**config.mk**
```make
export PLATFORM = sky130hd
export DESIGN_NAME = axi_stream_extract_header
export DESIGN_NICKNAME = d
export VERILOG_FILES = /design/src/rtl/axi_stream_pkg.sv /design/src/rtl/axi_stream_byte_shift.sv /design/src/rtl/axi_stream_extract_header.sv
export SDC_FILE = /design/constraint.sdc
export NUM_CORES = 1
export LEC_CHECK = 0
export CAP_MARGIN = 20
export CORE_AREA = 3 3 133 135
export DETAILED_ROUTE_END_ITERATION = 7
export DIE_AREA = 0 0 136 138
export GPL_TIMING_DRIVEN = 0
export PLACE_DENSITY = 0.68
export RECOVER_POWER = 25
export SLEW_MARGIN = 20
export SYNTH_ARGS = -nofsm -noshare
export SYNTH_HDL_FRONTEND = slang
export SYNTH_HIERARCHICAL = 1
export SYNTH_SLANG_ARGS = --single-unit
export TNS_END_PERCENT = 5
```
**constraint.sdc**
```tcl
create_clock -name clk -period 5.35 [get_ports clk]
set_input_delay 0.8025 -clock clk [delete_from_list [all_inputs] [get_ports clk]]
set_output_delay 0.8025 -clock clk [all_outputs]
set_load 0.005 [all_outputs]
```
**src/rtl/axi_stream_pkg.sv**
```systemverilog
// Types and helpers shared by the AXI-Stream header insert/extract stages.
package axi_stream_pkg;

    typedef enum logic [1:0] {
        S_HDR  = 2'd0,
        S_BODY = 2'd1,
        S_TAIL = 2'd2
    } state_t;

    localparam int MAX_BYTES = 64;

    // Number of enabled byte lanes; callers zero-extend their keep to MAX_BYTES.
    function automatic int unsigned keep_count(input logic [MAX_BYTES-1:0] keep);
        int unsigned cnt;
        cnt = 0;
        for (int i = 0; i < MAX_BYTES; i++) begin
            cnt = cnt + {31'b0, keep[i]};
        end
        return cnt;
    endfunction

endpackage

```
**src/rtl/axi_stream_byte_shift.sv**
```systemverilog
// MSB-aligned concatenation of a residue (res_cnt bytes) with a new beat (beat_cnt bytes).
// cat_* is the first full-or-final word, rem_* the beat bytes that spill past it.
module axi_stream_byte_shift #(
    parameter int DATA_WD      = 32,
    parameter int DATA_BYTE_WD = DATA_WD / 8,
    parameter int CNT_WD       = $clog2(DATA_BYTE_WD) + 1
) (
    input  logic [DATA_WD-1:0]      res_data,
    input  logic [CNT_WD-1:0]       res_cnt,
    input  logic [DATA_WD-1:0]      beat_data,
    input  logic [CNT_WD-1:0]       beat_cnt,
    output logic [DATA_WD-1:0]      cat_data,
    output logic [DATA_BYTE_WD-1:0] cat_keep,
    output logic [DATA_WD-1:0]      rem_data,
    output logic [DATA_BYTE_WD-1:0] rem_keep,
    output logic [CNT_WD-1:0]       rem_cnt
);

    localparam int TOT_WD = CNT_WD + 1;
    localparam logic [TOT_WD-1:0] W_TOT = TOT_WD'(DATA_BYTE_WD);

    logic [TOT_WD-1:0] total;
    logic [CNT_WD-1:0] cat_cnt;
    logic [CNT_WD-1:0] free_cnt;

    function automatic logic [DATA_BYTE_WD-1:0] msb_keep(input logic [CNT_WD-1:0] cnt);
        return ~({DATA_BYTE_WD{1'b1}} >> cnt);
    endfunction

    function automatic logic [DATA_WD-1:0] lane_mask(input logic [DATA_BYTE_WD-1:0] keep);
        logic [DATA_WD-1:0] m;
        for (int i = 0; i < DATA_BYTE_WD; i++) begin
            m[i*8 +: 8] = {8{keep[i]}};
        end
        return m;
    endfunction

    assign total    = TOT_WD'(res_cnt) + TOT_WD'(beat_cnt);
    assign cat_cnt  = (total > W_TOT) ? CNT_WD'(DATA_BYTE_WD) : CNT_WD'(total);
    assign rem_cnt  = (total > W_TOT) ? CNT_WD'(total - W_TOT) : '0;
    assign free_cnt = CNT_WD'(DATA_BYTE_WD) - res_cnt;

    // Shifts by a full word width yield zero, so an empty residue needs no special case.
    assign cat_keep = msb_keep(cat_cnt);
    assign cat_data = (res_data | (beat_data >> {res_cnt, 3'b000})) & lane_mask(cat_keep);
    assign rem_keep = msb_keep(rem_cnt);
    assign rem_data = (beat_data << {free_cnt, 3'b000}) & lane_mask(rem_keep);

endmodule

```
**src/rtl/axi_stream_extract_header.sv**
```systemverilog
// Strips a 1..DATA_BYTE_WD byte header from the first beat of each packet onto a
// header channel and re-packs the remaining payload into full MSB-aligned beats.
//
// state  | meaning
// S_HDR  | waiting for the first beat of a packet (header beat)
// S_BODY | mid-packet; each beat completes one output word from residue + new bytes
// S_TAIL | last input beat overflowed; residue still owes one final output beat
module axi_stream_extract_header
    import axi_stream_pkg::*;
#(
    parameter int DATA_WD      = 32,
    parameter int DATA_BYTE_WD = DATA_WD / 8,
    parameter int BYTE_CNT_WD  = $clog2(DATA_BYTE_WD)
) (
    input  logic                    clk,
    input  logic                    rst_n,
    input  logic                    valid_in,
    output logic                    ready_in,
    input  logic [DATA_WD-1:0]      data_in,
    input  logic [DATA_BYTE_WD-1:0] keep_in,
    input  logic                    last_in,
    input  logic [BYTE_CNT_WD-1:0]  byte_header_cnt,
    output logic                    valid_out,
    input  logic                    ready_out,
    output logic [DATA_WD-1:0]      data_out,
    output logic [DATA_BYTE_WD-1:0] keep_out,
    output logic                    last_out,
    output logic                    valid_header,
    input  logic                    ready_header,
    output logic [DATA_WD-1:0]      data_header,
    output logic [DATA_BYTE_WD-1:0] keep_header
);

    localparam int CNT_WD = BYTE_CNT_WD + 1;
    localparam logic [CNT_WD-1:0] W_CNT = CNT_WD'(DATA_BYTE_WD);

    state_t state, state_nxt;

    logic [DATA_WD-1:0]      residue_q;
    logic [CNT_WD-1:0]       residue_cnt_q;

    logic [CNT_WD-1:0]       n_in;
    logic [CNT_WD-1:0]       h_cur;
    logic [CNT_WD-1:0]       hdr_cnt;
    logic [CNT_WD-1:0]       hdr_skip;
    logic                    slot_free;
    logic                    accept;

    logic [DATA_WD-1:0]      sh_res_data;
    logic [CNT_WD-1:0]       sh_res_cnt;
    logic [DATA_WD-1:0]      sh_beat_data;
    logic [CNT_WD-1:0]       sh_beat_cnt;
    logic [DATA_WD-1:0]      cat_data;
    logic [DATA_BYTE_WD-1:0] cat_keep;
    logic [DATA_WD-1:0]      rem_data;
    logic [DATA_BYTE_WD-1:0] rem_keep;
    logic [CNT_WD-1:0]       rem_cnt;

    logic                    out_load;
    logic [DATA_WD-1:0]      out_data_nxt;
    logic [DATA_BYTE_WD-1:0] out_keep_nxt;
    logic                    out_last_nxt;
    logic                    hdr_load;
    logic                    res_load;

    assign n_in      = CNT_WD'(keep_count(MAX_BYTES'(keep_in)));
    assign h_cur     = CNT_WD'(byte_header_cnt) + CNT_WD'(1);
    assign hdr_cnt   = (n_in < h_cur) ? n_in : h_cur;
    assign hdr_skip  = W_CNT - hdr_cnt;
    assign slot_free = !valid_out || ready_out;

    assign ready_in = (state == S_HDR)  ? (!valid_header && slot_free) :
                      (state == S_BODY) ? slot_free : 1'b0;
    assign accept   = valid_in && ready_in;

    // In S_HDR the shifter sees an empty (zero) residue of W-H bytes, which makes
    // rem_* the post-header bytes; in S_TAIL it sees an empty beat.
    assign sh_res_data  = (state == S_HDR) ? '0 : residue_q;
    assign sh_res_cnt   = (state == S_HDR) ? (W_CNT - h_cur) : residue_cnt_q;
    assign sh_beat_data = (state == S_TAIL) ? '0 : data_in;
    assign sh_beat_cnt  = (state == S_TAIL) ? '0 : n_in;

    axi_stream_byte_shift #(
        .DATA_WD      (DATA_WD),
        .DATA_BYTE_WD (DATA_BYTE_WD),
        .CNT_WD       (CNT_WD)
    ) u_shift (
        .res_data  (sh_res_data),
        .res_cnt   (sh_res_cnt),
        .beat_data (sh_beat_data),
        .beat_cnt  (sh_beat_cnt),
        .cat_data  (cat_data),
        .cat_keep  (cat_keep),
        .rem_data  (rem_data),
        .rem_keep  (rem_keep),
        .rem_cnt   (rem_cnt)
    );

    always_ff @(posedge clk or negedge rst_n) begin
        if (!rst_n) begin
            state <= S_HDR;
        end else begin
            state <= state_nxt;
        end
    end

    always_comb begin
        state_nxt    = state;
        out_load     = 1'b0;
        out_data_nxt = cat_data;
        out_keep_nxt = cat_keep;
        out_last_nxt = 1'b0;
        hdr_load     = 1'b0;
        res_load     = 1'b0;
        case (state)
            S_HDR: begin
                if (accept) begin
                    hdr_load = 1'b1;
                    res_load = 1'b1;
                    if (!last_in) begin
                        state_nxt = S_BODY;
                    end else if (rem_cnt != '0) begin
                        out_load     = 1'b1;
                        out_data_nxt = rem_data;
                        out_keep_nxt = rem_keep;
                        out_last_nxt = 1'b1;
                    end
                end
            end
            S_BODY: begin
                if (accept) begin
                    out_load = 1'b1;
                    res_load = 1'b1;
                    if (last_in) begin
                        if (rem_cnt != '0) begin
                            state_nxt = S_TAIL;
                        end else begin
                            out_last_nxt = 1'b1;
                            state_nxt    = S_HDR;
                        end
                    end
                end
            end
            S_TAIL: begin
                if (slot_free) begin
                    out_load     = 1'b1;
                    out_last_nxt = 1'b1;
                    state_nxt    = S_HDR;
                end
            end
            default: state_nxt = S_HDR;
        endcase
    end

    always_ff @(posedge clk or negedge rst_n) begin
        if (!rst_n) begin
            residue_q     <= '0;
            residue_cnt_q <= '0;
            valid_out     <= 1'b0;
            data_out      <= '0;
            keep_out      <= '0;
            last_out      <= 1'b0;
            valid_header  <= 1'b0;
            data_header   <= '0;
            keep_header   <= '0;
        end else begin
            if (res_load) begin
                residue_q     <= rem_data;
                residue_cnt_q <= rem_cnt;
            end
            if (out_load) begin
                valid_out <= 1'b1;
                data_out  <= out_data_nxt;
                keep_out  <= out_keep_nxt;
                last_out  <= out_last_nxt;
            end else if (ready_out) begin
                valid_out <= 1'b0;
            end
            if (hdr_load) begin
                valid_header <= 1'b1;
                data_header  <= data_in >> {hdr_skip, 3'b000};
                keep_header  <= ~({DATA_BYTE_WD{1'b1}} << hdr_cnt);
            end else if (ready_header) begin
                valid_header <= 1'b0;
            end
        end
    end

endmodule

```
Word level (Yosys, flattened, before mapping)
Index checks and enable logic that the tools add are counted.
{"block": "word_totals", "ff_bits": 112, "input_bits": 44, "out_inout_bits": 76, "word_cells": 91}
{"block": "classes", "n_addsub": 9, "order_cmp": 2, "eq_ne": 7, "n_shift": 6, "n_mux": 40, "bitwise_logic": 6, "n_reduce_logical": 11}
{"operator": "$mux W32", "count": 6}
{"operator": "$and A32 B32 Y32", "count": 2}
{"operator": "$shr A32 B6 Y32", "count": 2}
{"operator": "$or A32 B32 Y32", "count": 1}
{"operator": "$shl A32 B6 Y32", "count": 1}
{"operator": "$mux W1", "count": 16}
{"operator": "$mux W4", "count": 4}
{"operator": "$mux W3", "count": 5}
{"operator": "$mux W2", "count": 6}
{"operator": "$not A4 Y4", "count": 3}
{"operator": "$ne A2 B2 Y1 const B", "count": 5}
{"operator": "$sub A3 B3 Y3 const A", "count": 3}
{"operator": "$shr A4 B3 Y4 const A", "count": 2}
{"operator": "$pmux W1 S3", "count": 2}
{"operator": "$pmux W2 S3", "count": 1}
{"operator": "$reduce_and A5 Y1", "count": 1}
{"operator": "$add A3 B3 Y4", "count": 1}
{"operator": "$gt A4 B3 Y1 const B", "count": 1}
{"operator": "$reduce_bool A2 Y1", "count": 2}
{"operator": "$shl A4 B3 Y4 const A", "count": 1}
{"operator": "$add A2 B1 Y3", "count": 1}
{"operator": "$add A2 B1 Y3 const B", "count": 1}
{"operator": "$add A3 B1 Y3", "count": 1}
{"operator": "$lt A3 B3 Y1", "count": 1}
{"operator": "other kinds (10)", "count": 12}

Longest topological paths before layout
{"block": "depth", "depth_word": 14, "mapped_depth": 20, "mapped_depth_nobuf": 15}

By module
Netlist, hierarchy kept.
{"module": "axi_stream_extract_header", "n_inst": 1, "cells_per_inst": 543, "area_each_um2": 5718.0, "seq_area_each_um2": 2802.7}
{"module": "axi_stream_byte_shift", "n_inst": 1, "cells_per_inst": 240, "area_each_um2": 1732.9, "seq_area_each_um2": 0.0}

Worst setup path after synthesis
OpenSTA, ideal clock, no wires.
{"block": "synth_path", "path_kind": "input -> register", "start": "in byte_header_cnt[0]", "end": "reg last_out", "setup_ns": 0.128, "t_arrival_ns": 4.681, "required_time_ns": 5.222, "slack_ns": 0.542, "path_stages": 15, "path_buffers": 3, "path_cell_list": "ha_1 -> and2b_1 -> o31ai_1 -> inv_1 -> fa_1 -> nand2b_1 -> o22ai_4 -> buf_2 -> nor2_1 -> o31a_1 -> nand3_1 -> buf_2 -> a21boi_1 -> buf_2 -> mux2_1"}
{"block": "synth_between", "elab_chain_cells": 11, "elab_cells_between_ends": 16, "cone_classes": "add/sub: 4; order compare: 1; mux: 10; reduce/logical: 1"}
{"item": "start, declared", "line_no": "axi_stream_extract_header.sv:22", "rtl": "input logic [BYTE_CNT_WD-1:0] byte_header_cnt,"}
{"item": "$add A2 B1 Y3 (*)", "line_no": "axi_stream_extract_header.sv:67", "rtl": "assign h_cur = CNT_WD'(byte_header_cnt) + CNT_WD'(1);"}
{"item": "$sub A3 B3 Y3 (*)", "line_no": "axi_stream_extract_header.sv:79", "rtl": "assign sh_res_cnt = (state == S_HDR) ? (W_CNT - h_cur) : residue_cnt_q;"}
{"item": "$mux W3 (*)", "line_no": "axi_stream_extract_header.sv:79"}
{"item": "named net sh_res_cnt[1]", "line_no": "axi_stream_extract_header.sv:50", "rtl": "logic [CNT_WD-1:0] sh_res_cnt;"}
{"item": "$add A3 B3 Y4 (*)", "line_no": "axi_stream_byte_shift.sv:38", "rtl": "assign total = TOT_WD'(res_cnt) + TOT_WD'(beat_cnt);"}
{"item": "$gt A4 B3 Y1 or $sub A3 B3 Y3 (tied branches)", "line_no": "axi_stream_byte_shift.sv:40", "rtl": "assign rem_cnt = (total > W_TOT) ? CNT_WD'(total - W_TOT) : '0;"}
{"item": "$mux W3 (*)", "line_no": "axi_stream_byte_shift.sv:40"}
{"item": "named net rem_cnt[1]", "line_no": "axi_stream_extract_header.sv:57", "rtl": "logic [CNT_WD-1:0] rem_cnt;"}
{"item": "$reduce_bool A3 Y1 (*)", "line_no": "axi_stream_extract_header.sv:122, axi_stream_extract_header.sv:135"}
{"item": "$mux W1, on equally long branches", "line_no": "axi_stream_extract_header.sv:135, axi_stream_extract_header.sv:122"}
{"item": "$mux W1, on equally long branches", "line_no": "axi_stream_extract_header.sv:134, axi_stream_extract_header.sv:120"}
{"item": "$mux W1, on equally long branches", "line_no": "axi_stream_extract_header.sv:131, axi_stream_extract_header.sv:117"}
{"item": "$pmux W1 S3", "line_no": "axi_stream_extract_header.sv:115", "rtl": "case (state)"}
{"item": "end signal, assigned", "line_no": "axi_stream_extract_header.sv:175", "rtl": "last_out <= out_last_nxt;"}
{"item": "end, declared", "line_no": "axi_stream_extract_header.sv:27", "rtl": "output logic last_out,"}
The timed path passes the listed nets; every way through them passes the cells marked *.
A chain may end at the register's enable or synchronous reset.

Worst setup path after layout
{"block": "layout_path", "start": "in keep_in[0]", "end": "reg data_out[14]"}
{"block": "layout_between", "elab_chain_cells": 14, "elab_cells_between_ends": 24, "cone_classes": "add/sub: 5; order compare: 1; shift: 2; mux: 11; bitwise: 4; reduce/logical: 1"}
{"item": "start, declared", "line_no": "axi_stream_extract_header.sv:20", "rtl": "input logic [DATA_BYTE_WD-1:0] keep_in,"}
{"item": "$add A1 B1 Y2 (*)", "line_no": "axi_stream_pkg.sv:17", "rtl": "cnt = cnt + {31'b0, keep[i]};"}
{"item": "$add A2 B1 Y3 (*)", "line_no": "axi_stream_pkg.sv:17"}
{"item": "$add A3 B1 Y3 (*)", "line_no": "axi_stream_pkg.sv:17"}
{"item": "$mux W3 (*)", "line_no": "axi_stream_extract_header.sv:81", "rtl": "assign sh_beat_cnt = (state == S_TAIL) ? '0 : n_in;"}
{"item": "named net sh_beat_cnt[1]", "line_no": "axi_stream_extract_header.sv:52", "rtl": "logic [CNT_WD-1:0] sh_beat_cnt;"}
{"item": "$add A3 B3 Y4 (*)", "line_no": "axi_stream_byte_shift.sv:38"}
{"item": "$gt A4 B3 Y1 (*)", "line_no": "axi_stream_byte_shift.sv:40"}
{"item": "$mux W3 (*)", "line_no": "axi_stream_byte_shift.sv:40"}
{"item": "named net rem_cnt[0]", "line_no": "axi_stream_extract_header.sv:57"}
{"item": "$shr A4 B3 Y4", "line_no": "axi_stream_byte_shift.sv:27", "rtl": "return ~({DATA_BYTE_WD{1'b1}} >> cnt);"}
{"item": "$not A4 Y4", "line_no": "axi_stream_byte_shift.sv:27"}
{"item": "$and A32 B32 Y32", "line_no": "axi_stream_byte_shift.sv:47", "rtl": "assign rem_data = (beat_data << {free_cnt, 3'b000}) & lane_mask(rem_keep);"}
{"item": "$mux W32", "line_no": "axi_stream_extract_header.sv:122", "rtl": "end else if (rem_cnt != '0) begin"}
{"item": "$mux W32", "line_no": "axi_stream_extract_header.sv:120", "rtl": "if (!last_in) begin"}
{"item": "$mux W32", "line_no": "axi_stream_extract_header.sv:117", "rtl": "if (accept) begin"}
{"item": "$mux W32", "line_no": "axi_stream_extract_header.sv:115"}
{"item": "end signal, assigned", "line_no": "axi_stream_extract_header.sv:173", "rtl": "data_out <= out_data_nxt;"}
{"item": "end, declared", "line_no": "axi_stream_extract_header.sv:25", "rtl": "output logic [DATA_WD-1:0] data_out,"}
Marks and branches as above.

==> results.md <==
- Tightest Pin Transition: 2.00 ns
- Reg2Reg Setup Slack: 0.35 ns
- Synth Flop Type: dfrtp_1
- RSZ-0062 raised after global routing: false
- Final period utilization: 95.4%
- Initial antenna violation count: 0
- WHS Path Cells: 2
- Starting Density: 44.9%
- All-Layer GR Usage: 26.6%
- Core ar.: 16600 µm²
- Fill cell count: 1536
- Crit start category: input pin
- Pre-Repair DR Iteration Count: 5
- Crit path required time: 5.62 ns
- Ports: 120
- DRC Markers: 0
- Design Power: 5.11 mW
- Sinks on Clock Net: 112
- DR vias/cell: 5.80
- Synth warn: 6
- Global route total overflow: 0
- NumNets Final: 973
- Pleak: 4.23 nW
- Synth Register Bits: 112
- Most frequent cells in the layout: 117 x clkdlybuf4s50_1, 112 x dfrtp_1, 87 x nand2_1
- Max VDD drop: 0.231 mV
- DRT iter0 DRCs: 599
- Pre-CTS WS: -1.44 ns
- PwrDens: 548 nW/µm²
- Storage element area: 2800 µm²
- Root Buffer: clkbuf_16
- H-Tree Depth: 3
- Routed WL: 24700 µm
- Final WS setup: 0.245 ns
- Setup CP Type: in2reg
- Cells after synthesis: 783
- CTS tree: built
- Slew Limit Fails: 115
- Tmin final: 5.11 ns
- Multi-input logic area: 4310 µm²
- Die width: 136 µm
- Final hold violation count: 0
- First-pass GRT wire length: 38700 µm
- Num CTS Buffers: 9
- Worst Reg-to-Reg Cells: 20
- Setup crit end kind: flip-flop
- Most common cell after layout, fill and taps aside: clkdlybuf4s50_1
- Dpl hpwl: 19000 µm
- Layout area overhead: 25.1%
- Number of global-route vias before repair: 6579
- Data arrival, critical path: 5.38 ns
- Via count: 6620
- Failing checks: capacitance limit, slew limit
- Setup Skew: 0.00630 ns
- CTS Hold Bufs: 0
- Setup TNS: 0 ns
- Hold path start: data_header[25]
- Max_cap viols: 2
- RR Startpoint: state[1]
- Critical path fanouts, max: 10
- Routability cong.: 0.995
- F_max: 0.196 GHz
- FF-to-FF End: data_out[14]
- Routed Antenna Nets: 0
- Clock slew at reported path FFs: 0.08 ns
- Share of cells above drive strength 1: 12.7%
- Core Rows: 47
- Fraction of registers with async set/reset: 100%
- Post-synthesis cell type count: 65
- Clk_lat worst skew: 0.36 ns
- Post-synth EDFFs: 0
- Relative slew slack: -33.1%
- Port Buffers: 119
- Die area: 18800 µm²
- Antenna cells: 0
- Post-DR wirelength/cell: 21.7 µm
- Synthesized area per cell: 9.52 µm²
- Syn nets: 840
- Post-synthesis sequential area ratio: 37.6%
- Placed Instances: 1123
- Outcome: finished, violations left
- Largest net degree at the start of global routing: 78
- Worst hold endpoint: data_header[25]
- Synthesized cell area: 7450 µm²
- Clock Path Buffers: 2
- Hold WC Path Type: reg2reg
- Finish-stage setup viols: 0
- Die H: 138 µm
- Non-filler cells in the finished layout: 1141
logic make-up after synthesis:
| kind of cell | after synthesis | share of synthesized area (%) |
|---|---|---|
| AOI/OAI and AO/OA | 202 | 18.7 |
| xor gates and xnor gates | 2 | 0.336 |
| adders and majority gates | 13 | 2.38 |
| buffers and inverters | 83 | 5.10 |
| DFF | 112 | 37.6 |
| muxes | 121 | 17.8 |
| and+or+nand+nor | 250 | 18.1 |
power by group:
part / switching [mW] / internal (mW) / leakage, nW
logic: 1.73 / 1.35 / 2.58
clock network: 0.318 / 0.426 / 0.157
registers: 0.149 / 1.14 / 1.49
layer usage:
metal	global-route usage, %	share of wire (%)	routed length (µm)
met1	38.1	44	10800
met2	41.9	47	11600
met3	4.51	6.9	1720
met4	7.27	2.1	530
met5	0	0	0
per-stage QoR:
stage | instance area, µm² | hold slack [ns] | utilization (%)
2_1_floorplan | 7450 | 0.456 | -
3_3_place_gp | 8920 | 0.452 | 53.8
3_5_place_dp | 8950 | 0.463 | 53.9
4_1_cts | 9320 | 0.350 | 56.2
5_1_grt | 9320 | 0.495 | 56.2
6_report | 9320 | 0.477 | 56.2
cell usage after synthesis (10+ instances only):
| master | n | share of area, % |
|---|---|---|
| buf_2 | 31 | 2.1 |
| nor3_1 | 19 | 1.3 |
| mux2_1 | 29 | 4.4 |
| a2bb2oi_1 | 10 | 1.2 |
| inv_1 | 23 | 1.2 |
| dfrtp_1 | 112 | 38 |
| a21oi_1 | 45 | 3.0 |
| mux2_2 | 31 | 4.7 |
| o21ai_0 | 43 | 2.9 |
| clkbuf_1 | 20 | 1.0 |
| o221ai_1 | 11 | 1.3 |
| ha_1 | 11 | 1.8 |
| a22o_1 | 10 | 1.2 |
| and2_1 | 71 | 6.0 |
| mux2i_1 | 58 | 7.8 |
| nand2_1 | 87 | 4.4 |
| nor2b_1 | 14 | 1.2 |
| o21ai_1 | 25 | 1.7 |
layout make-up:
class	instances	share of cell area, %
multi-input combinational	588	46.2
sequential	112	30.1
timing repair buffer	122	13.0
buffer	58	3.30
tap	220	2.95
clock buffer	12	2.64
inverter	25	1.06
clock inverter	4	0.832
worst max-delay path by stage:
stage / from / end / slack [ns] / depth (start not counted)
after floorplan: byte_header_cnt[0] / last_out / 0.54 / 15
after global placement: byte_header_cnt[0] / data_out[1] / -1.39 / 18
after detailed placement: byte_header_cnt[0] / data_out[1] / -1.44 / 18
after CTS: byte_header_cnt[0] / data_out[14] / 0.06 / 18
after global routing: keep_in[1] / keep_out[2] / 0.02 / 21
final: keep_in[0] / data_out[14] / 0.24 / 21
timing repair:
item	4_1_cts	5_1_grt
gates resized for setup	8	11
gates cloned	0	0
endpoints found under the setup margin	38	38
setup buffers	2	0
pin swaps	1	0
registers in the layout (all words and copies together), names as in the netlist:
name / flops
valid_out: 1
keep_out: 4
data_header: 32
residue_cnt_q: 3
state: 2
residue_q: 32
keep_header: 4
valid_header: 1
last_out: 1
data_out: 32
worst max-delay path: stages:
cell and delay [ns]:
clkdlybuf4s50_1 0.43, fa_1 0.48, ha_1 0.19, ha_1 0.27, clkbuf_2 0.20, and2_1 0.17
inv_1 0.06, fa_1 0.45, nand2b_1 0.24, o22ai_4 0.19, buf_4 0.18, inv_1 0.05
and2_1 0.19, o31a_1 0.30, nand3_1 0.10, buf_6 0.19, a21boi_4 0.26, buf_4 0.22
clkbuf_4 0.22, nand2_1 0.07, o21ai_1 0.09
No activity file was read; power rests on OpenSTA's default activity.
